$ cat src/rtl/mem_lsu.sv
// mem_lsu: load/store initiator for a single-port, byte-write, synchronous-read data RAM.
// Turns byte-addressed core requests into word-addressed RAM accesses.
// Returns one registered response per request.
// Optional build macro MEM_LSU_MISALIGN_TRAP_EN:
//   - misaligned half/word accesses and size 3 are trapped with rsp_err.
//   - the RAM is never touched for a trapped access.
module mem_lsu #(
  parameter int ADDR_WIDTH = 12,
  parameter int RD_LATENCY = 1
) (
  input  logic                  clk,
  input  logic                  rstn,
  input  logic                  req_valid,
  output logic                  req_ready,
  input  logic                  req_we,
  input  logic [1:0]            req_size,
  input  logic                  req_unsigned,
  input  logic [ADDR_WIDTH+1:0] req_addr,
  input  logic [31:0]           req_wdata,
  output logic                  rsp_valid,
  output logic [31:0]           rsp_rdata,
  output logic                  rsp_err,
  output logic                  mem_en,
  output logic [3:0]            mem_we,
  output logic [ADDR_WIDTH-1:0] mem_addr,
  output logic [31:0]           mem_din,
  input  logic [31:0]           mem_dout
);

  typedef enum logic [1:0] {S_IDLE, S_ISSUE, S_WAIT, S_RESP} state_t;

  // WAIT counts down from RD_LATENCY-1 to 0; the final count is the capture cycle.
  localparam logic [1:0] LAT_M1 = 2'(RD_LATENCY - 1);

  state_t                  state_q;
  logic                    req_ready_q, rsp_valid_q, rsp_err_q, mem_en_q;
  logic [31:0]             rsp_rdata_q, mem_din_q;
  logic [3:0]              mem_we_q;
  logic [ADDR_WIDTH-1:0]   mem_addr_q;
  logic                    is_we_q, uns_q;
  logic [1:0]              size_q, off_q, cnt_q;

  logic [3:0]  lane_mask;
  logic [31:0] wdata_rep;
  logic        misalign;
  logic [7:0]  byte_sel;
  logic [15:0] half_sel;
  logic [31:0] load_ext;

  // Byte-lane enables and replicated store data from the incoming request.
  always_comb begin
    lane_mask = 4'b1111;
    wdata_rep = req_wdata;
    case (req_size)
      2'd0: begin
        lane_mask = 4'b0001 << req_addr[1:0];
        wdata_rep = {4{req_wdata[7:0]}};
      end
      2'd1: begin
        lane_mask = req_addr[1] ? 4'b1100 : 4'b0011;
        wdata_rep = {2{req_wdata[15:0]}};
      end
      default: ;
    endcase
  end

  // Alignment trap decision; constant 0 when the trap feature is built out.
  always_comb begin
`ifdef MEM_LSU_MISALIGN_TRAP_EN
    misalign = (req_size == 2'd1 && req_addr[0]) ||
               (req_size == 2'd2 && req_addr[1:0] != 2'b00) ||
               (req_size == 2'd3);
`else
    misalign = 1'b0;
`endif
  end

  // Lane select and sign/zero extension of the RAM read word.
  always_comb begin
    case (off_q)
      2'd0:    byte_sel = mem_dout[7:0];
      2'd1:    byte_sel = mem_dout[15:8];
      2'd2:    byte_sel = mem_dout[23:16];
      default: byte_sel = mem_dout[31:24];
    endcase
    half_sel = off_q[1] ? mem_dout[31:16] : mem_dout[15:0];
    case (size_q)
      2'd0:    load_ext = {{24{~uns_q & byte_sel[7]}}, byte_sel};
      2'd1:    load_ext = {{16{~uns_q & half_sel[15]}}, half_sel};
      default: load_ext = mem_dout;
    endcase
  end

  // Request FSM; every output is a register, and pulses default low each cycle.
  always_ff @(posedge clk or negedge rstn) begin
    if (!rstn) begin
      state_q     <= S_IDLE;
      req_ready_q <= 1'b0;
      rsp_valid_q <= 1'b0;
      rsp_err_q   <= 1'b0;
      rsp_rdata_q <= '0;
      mem_en_q    <= 1'b0;
      mem_we_q    <= '0;
      mem_addr_q  <= '0;
      mem_din_q   <= '0;
      is_we_q     <= 1'b0;
      uns_q       <= 1'b0;
      size_q      <= '0;
      off_q       <= '0;
      cnt_q       <= '0;
    end else begin
      mem_en_q    <= 1'b0;
      mem_we_q    <= '0;
      rsp_valid_q <= 1'b0;
      rsp_err_q   <= 1'b0;
      rsp_rdata_q <= '0;
      case (state_q)
        S_IDLE: begin
          req_ready_q <= 1'b1;
          if (req_valid && req_ready_q) begin
            req_ready_q <= 1'b0;
            is_we_q     <= req_we;
            size_q      <= req_size;
            uns_q       <= req_unsigned;
            off_q       <= req_addr[1:0];
            if (misalign) begin
              state_q     <= S_RESP;
              rsp_valid_q <= 1'b1;
              rsp_err_q   <= 1'b1;
            end else begin
              state_q    <= S_ISSUE;
              mem_en_q   <= 1'b1;
              mem_addr_q <= req_addr[ADDR_WIDTH+1:2];
              if (req_we) begin
                mem_we_q  <= lane_mask;
                mem_din_q <= wdata_rep;
              end
            end
          end
        end
        S_ISSUE: begin
          if (is_we_q) begin
            state_q     <= S_RESP;
            rsp_valid_q <= 1'b1;
          end else begin
            state_q <= S_WAIT;
            cnt_q   <= LAT_M1;
          end
        end
        S_WAIT: begin
          if (cnt_q == 2'd0) begin
            state_q     <= S_RESP;
            rsp_valid_q <= 1'b1;
            rsp_rdata_q <= load_ext;
          end else begin
            cnt_q <= cnt_q - 2'd1;
          end
        end
        default: begin
          state_q     <= S_IDLE;
          req_ready_q <= 1'b1;
        end
      endcase
    end
  end

  assign req_ready = req_ready_q;
  assign rsp_valid = rsp_valid_q;
  assign rsp_rdata = rsp_rdata_q;
  assign rsp_err   = rsp_err_q;
  assign mem_en    = mem_en_q;
  assign mem_we    = mem_we_q;
  assign mem_addr  = mem_addr_q;
  assign mem_din   = mem_din_q;

endmodule

$ cat config.mk
export PLATFORM = sky130hd
export DESIGN_NAME = mem_lsu
export DESIGN_NICKNAME = d
export VERILOG_FILES = /design/src/rtl/mem_lsu.sv
export SDC_FILE = /design/constraint.sdc
export NUM_CORES = 1
export LEC_CHECK = 0
export ABC_AREA = 1
export CORE_MARGIN = 3
export CORE_UTILIZATION = 45
export CTS_CLUSTER_DIAMETER = 200
export CTS_CLUSTER_SIZE = 30
export DETAILED_ROUTE_END_ITERATION = 10
export GPL_TIMING_DRIVEN = 0
export MAX_ROUTING_LAYER = met4
export PLACE_DENSITY = 0.82
export SETUP_SLACK_MARGIN = 0.15
export SLEW_MARGIN = 0
export SYNTH_ARGS = -nofsm -noshare
export SYNTH_HDL_FRONTEND = slang
export SYNTH_SLANG_ARGS = --single-unit
$ cat constraint.sdc
create_clock -name clk -period 3 [get_ports clk]
set_clock_uncertainty 0.05 [all_clocks]
set_input_delay 0.6 -clock clk [delete_from_list [all_inputs] [get_ports clk]]
set_output_delay 0.6 -clock clk [all_outputs]
set_load 0.05 [all_outputs]
# Word-level counts from Yosys, hierarchy flattened
# Cells that the tools add are included.
# totals
regBits,93
latchBits,0
ramBits,0
romBits,0
inputBits,85
out_inout_bits,84
word_cells,65
mem_count,0
# classes
addsub,1
mul,0
div,0
magnitude_cmp,0
eq_ne,10
shift,1
mux,25
bitwise_logic,3
reduce_logical,12
# ops
operator,count
$pmux 32 s2,2
$mux 32,2
$pmux 8 s3,1
$mux 16,1
$mux 4,4
$logic_not 2->1,5
$eq 2x1->1 const B,4
$mux 2,4
$ne 2x2->1 const B,4
$pmux 4 s2,1
$mux 1,6
$pmux 2 s3,1
$reduce_and 3->1,2
$eq 2x2->1 const B,2
$pmux 1 s2,2
$pmux 2 s2,1
$reduce_and 2->1,2
$shl 1x2->4 const A,1
$and 1x1->1,2
$reduce_bool 2->1,1
$reduce_or 2->1,1
$sub 2x1->2 const B,1
$logic_and 1x1->1,1
$not 1->1,1

# Longest topological paths before layout
# Gate-level depths: netlist of the first run.
# depth
ltp_word,6
mapped_depth,9
mapped_depth_nobuf,8

# Worst setup path before layout of the first run
# OpenSTA, ideal clock, no wires.
# synth_path
path_kind,register to register
startpoint,"register req_ready_q, in the netlist req_ready"
endpoint,"register mem_din_q[11], in the netlist mem_din[11]"
setup_time_ns,0.082
arrival_ns,1.553
required_time_ns,2.868
setup_slack_ns,1.316
stages_incl_launch_ff,8
path_buffers,1
synth_period_minus_slack_ns,1.684
path_cell_list,dfrtp_1 > nand2_1 > nor2_4 > nand2_2 > inv_2 > buf_2 > nor2_1 > a31oi_1
# synth_via
elab_chain_cells,2
# synth_rtl
element,line,text
"start, declared",36,"logic req_ready_q, rsp_valid_q, rsp_err_q, mem_en_q;"
"start signal, assigned",98,req_ready_q <= 1'b0;
"start signal, assigned",119,req_ready_q <= 1'b1;
"start signal, assigned",121,req_ready_q <= 1'b0;
$logic_and 1x1->1,120,if (req_valid && req_ready_q) begin
$reduce_and 3->1 (no source line),n/a,
"end signal, assigned",136,mem_din_q <= wdata_rep;
"end, declared",37,"logic [31:0] rsp_rdata_q, mem_din_q;"
# No other way between the ends.
# A chain may end at the register's enable or synchronous reset.

# Final worst setup path of the first run
# layout_path
startpoint,"register mem_din_q[0], in the netlist mem_din[0]"
endpoint,output port mem_din[0]
# layout_lines
element,line,text
"end, declared",26,"output logic [31:0] mem_din,"
# No word-level cell between the ends.

==> impl_metrics.csv, run 1 <==
group,metric,value,unit
global_route,grt_use_met1,28.67,%
clock_tree,numCtsBuffers,9,
setup_path,arrival,1.60,ns
yosys,syn_inst,515,
global_route,grt_remaining_overflow,0,
timing,whs,0.1605,ns
yosys,synth_cell_types,33,
drt,avgRoutedWirePerCell,15.04,µm
power,irDropWorstVdd,0.6563,mV
clock_tree,postCtsSetupBuffers,0,
die,dieWidth,103.9,µm
clock_tree,cts.sink_count,93,
global_route,grt_pass1_wl,20.22,mm
placement,hpwl,9.539,mm
setup_path,cp.depth,1,
layout,diodes,0,
setup_path,critPathBufInv,1,
clock_tree,cts_resized,0,
global_route,gr-usage-met2,39.32,%
die,rows,35,
yosys,synth.avg_cell_area,8.377,µm²
power,powerDensity,1121,mW/mm²
die,initial_core_util,46.47,%
placement,io_buffers,167,
drt,firstDrtPassIters,4,
yosys,yosys_warnings,0,
outcome,status,"complete, no violations",
setup_path,r2r_slack,1.13,ns
die,die-area,0.01080,mm²
clock_tree,tritoncts,"done",
timing,setup-violations-final,0,
placement,gp_congestion,0.9639,
die,die_h,103.9,µm
yosys,synth_nets,605,
timing,fin_crit_sh,74.87,%
setup_path,regToRegEndpoint,"mem_din[11]",
yosys,yosysSeqAreaShare,53.94,%
placement,placed_cell_area,0.006172,mm²
clock_tree,clk_latency,0.36,ns
layout,design_area,0.006346,mm²
drt,routed_via_density,5.036,
clock_tree,cts_hold_buf,0,
drt,antenna_left,0,
timing,hold_viol,0,
setup_path,r2r_start,"state_q[0]",
setup_path,crit_path_end_kind,"primary output",
timing,min_period,2.246,ns
setup_path,cp_slowest_cell,"clkdlybuf4s50_1",
worst_hold_path,hp-class,"in2async",
clock_tree,htree_levels,3,
power,leakage,2.998,nW
global_route,globalRouteTotalUtil,23.83,%
clock_tree,clk_pin_slew,0.09,ns
layout,layout-drive-gt1-share,7.736,%
yosys,yosysTopAreaCellShare,53.94,%
die,num_io_pins,169,
die,coreArea,0.009284,mm²
layout,fillers,769,
setup_path,r2r_cells,9,
global_route,busiest_layer,"met2",
setup_path,cpLargestDelayFamily,"buffers and inverters",
global_route,grt_max_degree,55,
timing,final_max_slew_viol_count,0,
drt,drt-initial-drc-count,185,
drt,wirelength,12.44,mm
setup_path,crit_required,2.35,ns
setup_path,cp_max_fo,2,
timing,fmax,445.2,MHz
drt,vias,4165,
setup_path,crit_type,"reg2out",
yosys,ys_seq_elements,93,
setup_path,start_kind,"register",
clock_tree,cts-root-buf,"clkbuf_8",
timing,final.setup.tns,0,ns
yosys,synth_area,0.004314,mm²
layout,syn2layout_area_growth,47.10,%
flow_run,cap_violations,0,
yosys,yosys.area.top_type,"dfrtp_1",
timing,tightest_slew,0.5666,ns
setup_path,slowest_delay,0.84,ns
global_route,antenna_found_initial,0,
clock_tree,clock_path_buffers,2,
global_route,grt_pass1_vias,4158,
setup_path,path_cells,"clkdlybuf4s50_1",
timing,slew_headroom,62.11,%
timing,rsz0062_at_grt,"false",
layout,fin_util,68.36,%
drt,drc,0,
layout,nets,784,
global_route,grtUsageMet3,5.028,%
yosys,synthTopCellsByArea,"dfrtp_1, nand2_1, nor2_1",
[worst max-delay path by stage]
stage / start / endpoint / slack [ns]
after detailed placement: req_valid / mem_din[11] / 0.72
after floorplan: req_ready / mem_din[11] / 1.32
final: mem_din[0] / mem_din[0] / 0.75
after global placement: rstn / mem_din[19] / -1.91
after CTS: mem_din[16] / mem_din[16] / 0.75
after global routing: mem_din[16] / mem_din[16] / 0.73
[cells in the mapped netlist (all sizes together)]
cell	instances
or2	13
o21a	1
nor2	80
conb	1
ha	5
o21ai	39
o22ai	1
o32ai	1
clkbuf	12
a21oi	28
a41oi	1
nand3b	1
inv	29
clkinv	1
buf	11
a31oi	10
nand2	167
dfrtp	93
nand3	20
mux2	1
[cells by family after synthesis]
group | synth area share (%)
buffers and inverters | 5.481
adders and majority gates | 1.450
other | 0.08692
AOI/OAI and AO/OA | 10.06
DFF | 53.94
and+or+nand+nor | 28.71
muxes | 0.2610
[cell type report]
cell class              instances  area (µm²)  area share, %
repair buffers                168        1697          26.74
flip-flops and latches         93        2327          36.67
plain buffers                  23       123.9          1.952
clock inverters                 5       36.28         0.5718
well taps                     129       161.4          2.543
multi-input cells             369        1750          27.58
inverters                      30       112.6          1.774
clock buffers                  10       137.6          2.169
[placed cells by master, fill, tap and decap left out, types with 2 or more instances in the layout]
cell type	n
buf_1	2
dfrtp_1	93
buf_4	3
nand2_1	164
nor2_1	67
or2_2	5
inv_2	2
inv_1	27
nand2_2	2
buf_2	5
nor2_4	12
clkbuf_8	10
a31oi_1	10
clkdlybuf4s50_1	166
or2_1	8
ha_1	5
clkinvlp_4	3
a21oi_1	27
nand3_1	18
clkbuf_1	12
o21ai_0	39
[registers in the layout (all words and copies together), names as in the netlist, 2 cells and up]
signal     cells
mem_we         4
cnt_q          2
state_q        2
mem_din       32
mem_addr      12
off_q          2
rsp_rdata     32
size_q         2
[stage by stage]
step | std cells | power, mW | setup slack [ns]
floorplan | 515 | 4.900 | 1.316
global placement | 811 | 6.273 | -1.908
detailed placement | 812 | 6.363 | 0.7178
CTS | 827 | 7.137 | 0.7494
global route | 827 | 7.518 | 0.7283
finish | 827 | 7.113 | 0.7539
[routing by layer]
layer / up-vias / wire length, µm
li1: 1991 / -
met1: 1915 / 5122
met2: 230 / 5855
met3: 29 / 1081
met4: 0 / 379
met5: - / 0
[report_power, final]
part / leakage [nW] / internal, mW / switching (mW)
sequential: 1.20 / 1.77 / 0.287
clock: 0.0808 / 0.321 / 0.445
combinational: 1.72 / 1.41 / 2.88
total: 3.00 / 3.50 / 3.61
(Power assumes the default switching activity.)
==> run 2: changes to the inputs <==
CORE_UTILIZATION = 44   (was 45)
PLACE_DENSITY = 0.81   (was 0.82)
clock period = 2.3 ns   (was 3 ns; I/O delays follow)
==> run 2 against run 1 <==
- non-clock buffer count is 1 higher
- design area is 0.49% higher
- power is 32% higher
- global-route usage is 1.4 points higher
- core utilization is 0.31 points lower
- wire length is 6.4% higher
- cell count is 0.24% higher
- sequential power is 31% higher
- largest cell class unchanged
- die area is 2.1% higher
==> impl_metrics.csv, run 2 (same netlist as run 1, synthesis figures left out) <==
group,metric,value,unit
clock_tree,cts-root-buf,"clkbuf_8",
drt,wl_met3,1.205,mm
setup_path,r2r_cells,9,
setup_path,critPathBufInv,1,
die,dieWidth,105.0,µm
layout,final_cells,829,
global_route,grt_pass1_vias,4258,
global_route,antenna_found_initial,0,
drt,drt-initial-drc-count,238,
timing,hold_viol,0,
die,coreArea,0.009371,mm²
drt,wirelength,13.23,mm
timing,tightest_slew,0.5583,ns
setup_path,slowest_delay,0.85,ns
clock_tree,cts.sink_count,93,
timing,fin_ws,0.2032,ns
timing,fmax,476.9,MHz
layout,design_area,0.006377,mm²
setup_path,cpLargestDelayFamily,"buffers and inverters",
drt,antenna_left,0,
setup_path,critPathLaunch,"mem_din[8]",
placement,gp_congestion,0.8922,
layout,diodes,0,
power,powerDensity,1471,mW/mm²
worst_hold_path,hp-class,"reg2reg",
global_route,grt_pass1_wl,21.46,mm
timing,slew_headroom,62.66,%
drt,routed_via_density,5.062,
timing,rsz0062_at_grt,"false",
clock_tree,htree_levels,3,
setup_path,path_cells,"clkdlybuf4s50_1",
layout,fillers,784,
layout,layout-drive-gt1-share,7.571,%
drt,vias,4196,
drt,drc,0,
clock_tree,clk_latency,0.35,ns
setup_path,crit_required,1.79,ns
setup_path,start_kind,"register",
setup_path,r2r_slack,0.39,ns
die,num_io_pins,169,
clock_tree,clk_pin_slew,0.10,ns
setup_path,crit_end,"mem_din[8]",
layout,multiInputGateArea,0.001750,mm²
die,rows,35,
drt,avgRoutedWirePerCell,15.96,µm
timing,final_max_slew_viol_count,0,
flow_run,cap_violations,0,
timing,min_period,2.097,ns
layout,syn2layout_area_growth,47.82,%
drt,dr.max_layer_used,"met4",
placement,io_buffers,167,
clock_tree,tritoncts,"done",
setup_path,crit_type,"reg2out",
power,p_total,9.378,mW
setup_path,crit_path_end_kind,"primary output",
setup_path,cp_slowest_cell,"clkdlybuf4s50_1",
placement,placed_cell_area,0.006172,mm²
clock_tree,postCtsSetupBuffers,0,
setup_path,regToRegEndpoint,"mem_din[23]",
placement,hpwl,10.14,mm
placement,dp.cells,812,
drt,firstDrtPassIters,5,
setup_path,cp.depth,1,
setup_path,r2r_start,"state_q[0]",
global_route,grt_max_degree,61,
layout,nets,785,
drt,wirelength_met1,5.302,mm
global_route,grt_remaining_overflow,0,
die,die-area,0.01103,mm²
timing,setup-violations-final,0,
outcome,status,"complete, no violations",
setup_path,cp_max_fo,2,
power,irDropWorstVdd,1.061,mV
clock_tree,clock_path_buffers,2,
global_route,globalRouteTotalUtil,25.19,%
timing,whs,0.4364,ns
placement,place_ws,0.1518,ns
timing,fin_crit_sh,91.17,%
power,leakage,3.014,nW
layout,layout_commonest_cell,"clkdlybuf4s50_1",
layout,regArea,0.002327,mm²
die,initial_core_util,46.03,%
die,die_h,105.0,µm
layout,final_cell_mix,"clkdlybuf4s50_1, nand2_1, dfrtp_1",
setup_path,arrival,1.59,ns
drt,met2_length,6.489,mm
clock_tree,numCtsBuffers,9,
worst_hold_path,hold_start,"mem_addr[9]",
run 2: area by class of cell:
class                           count  area share, %
Multi-Input combinational cell    369          27.45
Inverter                           30          1.766
Sequential cell                    93          36.49
Clock inverter                      5         0.9613
Timing Repair Buffer              169          26.80
Buffer                             23          1.942
Clock buffer                       11          2.060
Tap cell                          129          2.531
run 2: metal layers:
layer  vias to the layer above  global-route usage [%]
met2                       232                   42.07
met4                         0                   6.467
li1                       1994                       -
met3                        25                   6.053
met5                         -                       -
met1                      1945                   30.87
run 2: per-stage QoR:
step / TNS (ns) / util [%]
floorplan: 0 / -
detailed placement: 0 / 65.86
finish: 0 / 68.05
global placement: -239.20 / 65.59
global route: 0 / 68.05
CTS: 0 / 68.02
run 2: worst min-delay path by stage:
stage / end / slack, ns / cells after the start
2_1_floorplan: cnt_q[0] / 0.11 / 0
3_3_place_gp: mem_addr[2] / 0.40 / 2
3_5_place_dp: rsp_rdata[11] / 0.39 / 1
4_1_cts: mem_addr[0] / 0.44 / 2
5_1_grt: mem_addr[1] / 0.46 / 2
6_report: mem_addr[9] / 0.44 / 2
run 2: what timing repair did:
item	in CTS	in global routing
hold buffers	1	0
hold endpoints to repair	2	0
endpoints found under the setup margin	0	1
gates resized for setup	0	1
run 2: where the power goes:
part | internal [mW] | switching, mW | leakage, nW
sequential | 2.30 | 0.371 | 1.20
clock | 0.506 | 0.593 | 0.0858
combinational | 1.84 | 3.76 | 1.73
==> run 3: changes to the inputs <==
CTS_CLUSTER_SIZE = not set   (was 30)
GPL_TIMING_DRIVEN = 1   (was 0)
==> run 3 against run 2 <==
- hold slack worse by 0.0066 ns
- register-to-register slack worse by 0.05 ns
- first-iteration DRC count is 5.5% higher
- worst setup slack improved by 0.022 ns
- largest cell class unchanged
==> impl_metrics.csv, run 3 (same netlist as run 1, synthesis figures left out) <==
group,metric,value,unit
clock_tree,htree_levels,3,
timing,setup-violations-final,0,
setup_path,cp_slowest_cell,"clkdlybuf4s50_1",
setup_path,crit_type,"reg2out",
die,num_io_pins,169,
timing,final_max_slew_viol_count,0,
setup_path,arrival,1.57,ns
timing,rsz0062_at_grt,"false",
layout,layout_commonest_cell,"clkdlybuf4s50_1",
layout,diodes,0,
setup_path,crit_path_end_kind,"primary output",
setup_path,crit_required,1.79,ns
global_route,antenna_found_initial,0,
timing,final.setup.tns,0,ns
die,initial_core_util,46.03,%
global_route,grt_pass1_wl,20.48,mm
timing,slew_headroom,63.29,%
setup_path,path_cells,"clkdlybuf4s50_1",
drt,firstDrtPassIters,6,
clock_tree,clk_pin_slew,0.09,ns
layout,design_area,0.006301,mm²
global_route,globalRouteTotalUtil,24.06,%
setup_path,r2r_start,"off_q[1]",
layout,syn2layout_area_growth,46.06,%
worst_hold_path,hp-class,"reg2reg",
placement,gp_congestion,0.9759,
placement,dp.cells,799,
drt,antenna_left,0,
layout,nets,772,
clock_tree,clk_latency,0.35,ns
drt,drc,0,
timing,min_period,2.075,ns
setup_path,regToRegEndpoint,"rsp_rdata[16]",
die,rows,35,
placement,io_buffers,167,
timing,fin_crit_sh,90.22,%
power,irDropWorstVdd,1.173,mV
setup_path,r2r_cells,7,
timing,hold_viol,0,
power,leakage,2.984,nW
flow_run,cap_violations,0,
drt,avgRoutedWirePerCell,15.33,µm
clock_tree,cts.sink_count,93,
clock_tree,clock_path_buffers,2,
setup_path,critPathBufInv,1,
global_route,grt_pass1_vias,4123,
clock_tree,cts_resized,0,
global_route,grt_max_degree,67,
layout,final_cell_mix,"clkdlybuf4s50_1, nand2_1, dfrtp_1",
setup_path,critPathLaunch,"mem_din[17]",
clock_tree,cts-root-buf,"clkbuf_8",
die,coreArea,0.009371,mm²
setup_path,cpLargestDelayFamily,"buffers and inverters",
clock_tree,numCtsBuffers,9,
placement,placed_cell_area,0.006116,mm²
setup_path,crit_end,"mem_din[17]",
layout,fin_util,67.24,%
setup_path,r2r_slack,0.34,ns
setup_path,cp.depth,1,
layout,final_cells,815,
setup_path,start_kind,"register",
timing,fmax,481.9,MHz
drt,routed_via_density,5.016,
power,powerDensity,1459,mW/mm²
layout,layout-drive-gt1-share,8.017,%
global_route,grt_remaining_overflow,0,
drt,wirelength,12.49,mm
outcome,status,"complete, no violations",
setup_path,slowest_delay,0.82,ns
timing,tightest_slew,0.5489,ns
drt,drt-initial-drc-count,251,
die,die_h,105.0,µm
setup_path,cp_max_fo,2,
die,dieWidth,105.0,µm
clock_tree,tritoncts,"done",
placement,hpwl,9.466,mm
die,die-area,0.01103,mm²
drt,vias,4088,
-- run 3: cell count changes in the layout (fill, tap and decap cells not counted), moves of 2 or more --
cell,change
buf_1,-2
buf_2,-5
buf_4,+8
clkbuf_1,-14
-- run 3: metal layers --
layer	global-route usage [%]	wire length, µm
met1	29.99	5163
met2	39.32	6026
met3	5.930	1093
met4	6.560	211
met5	-	0
-- run 3: power breakdown --
part | leakage (nW) | internal [mW] | switching (mW)
Clock | 0.0843 | 0.418 | 0.560
Sequential | 1.20 | 2.30 | 0.400
Combinational | 1.70 | 1.81 | 3.70
-- run 3: worst min path at each step --
stage | startpoint | end | slack [ns] | depth (start not counted)
final | mem_addr[11] | mem_addr[11] | 0.43 | 2
after global routing | mem_addr[2] | mem_addr[2] | 0.47 | 2
after CTS | mem_addr[11] | mem_addr[11] | 0.44 | 2
after detailed placement | rstn | mem_addr[8] | 0.35 | 1
after global placement | rstn | mem_addr[8] | 0.35 | 1
after floorplan | rstn | cnt_q[0] | 0.11 | 0
-- run 3: final cells by class --
class	instances	area [µm²]
Clock buffer	10	137.6
Clock inverter	5	37.54
Fill cell	814	3070
Inverter	30	112.6
Multi-Input combinational cell	369	1750
Sequential cell	93	2327
Tap cell	129	161.4
Timing Repair Buffer	179	1774
-- run 3: what timing repair did --
item,in CTS,in global routing
buffers inserted,0,0
endpoints found under the setup margin,0,0
hold endpoints to repair,27,0
hold buffers,1,0
-- run 3: stage by stage --
step | hold slack [ns] | total power [mW] | worst slack (ns)
6_report | 0.4298 | 9.194 | 0.2249
5_1_grt | 0.4660 | 9.755 | 0.1729
4_1_cts | 0.4350 | 9.251 | 0.2020
3_5_place_dp | 0.3534 | 8.252 | 0.1955
3_3_place_gp | 0.3482 | 8.149 | 0.2341
2_1_floorplan | 0.1144 | 6.392 | 0.6156
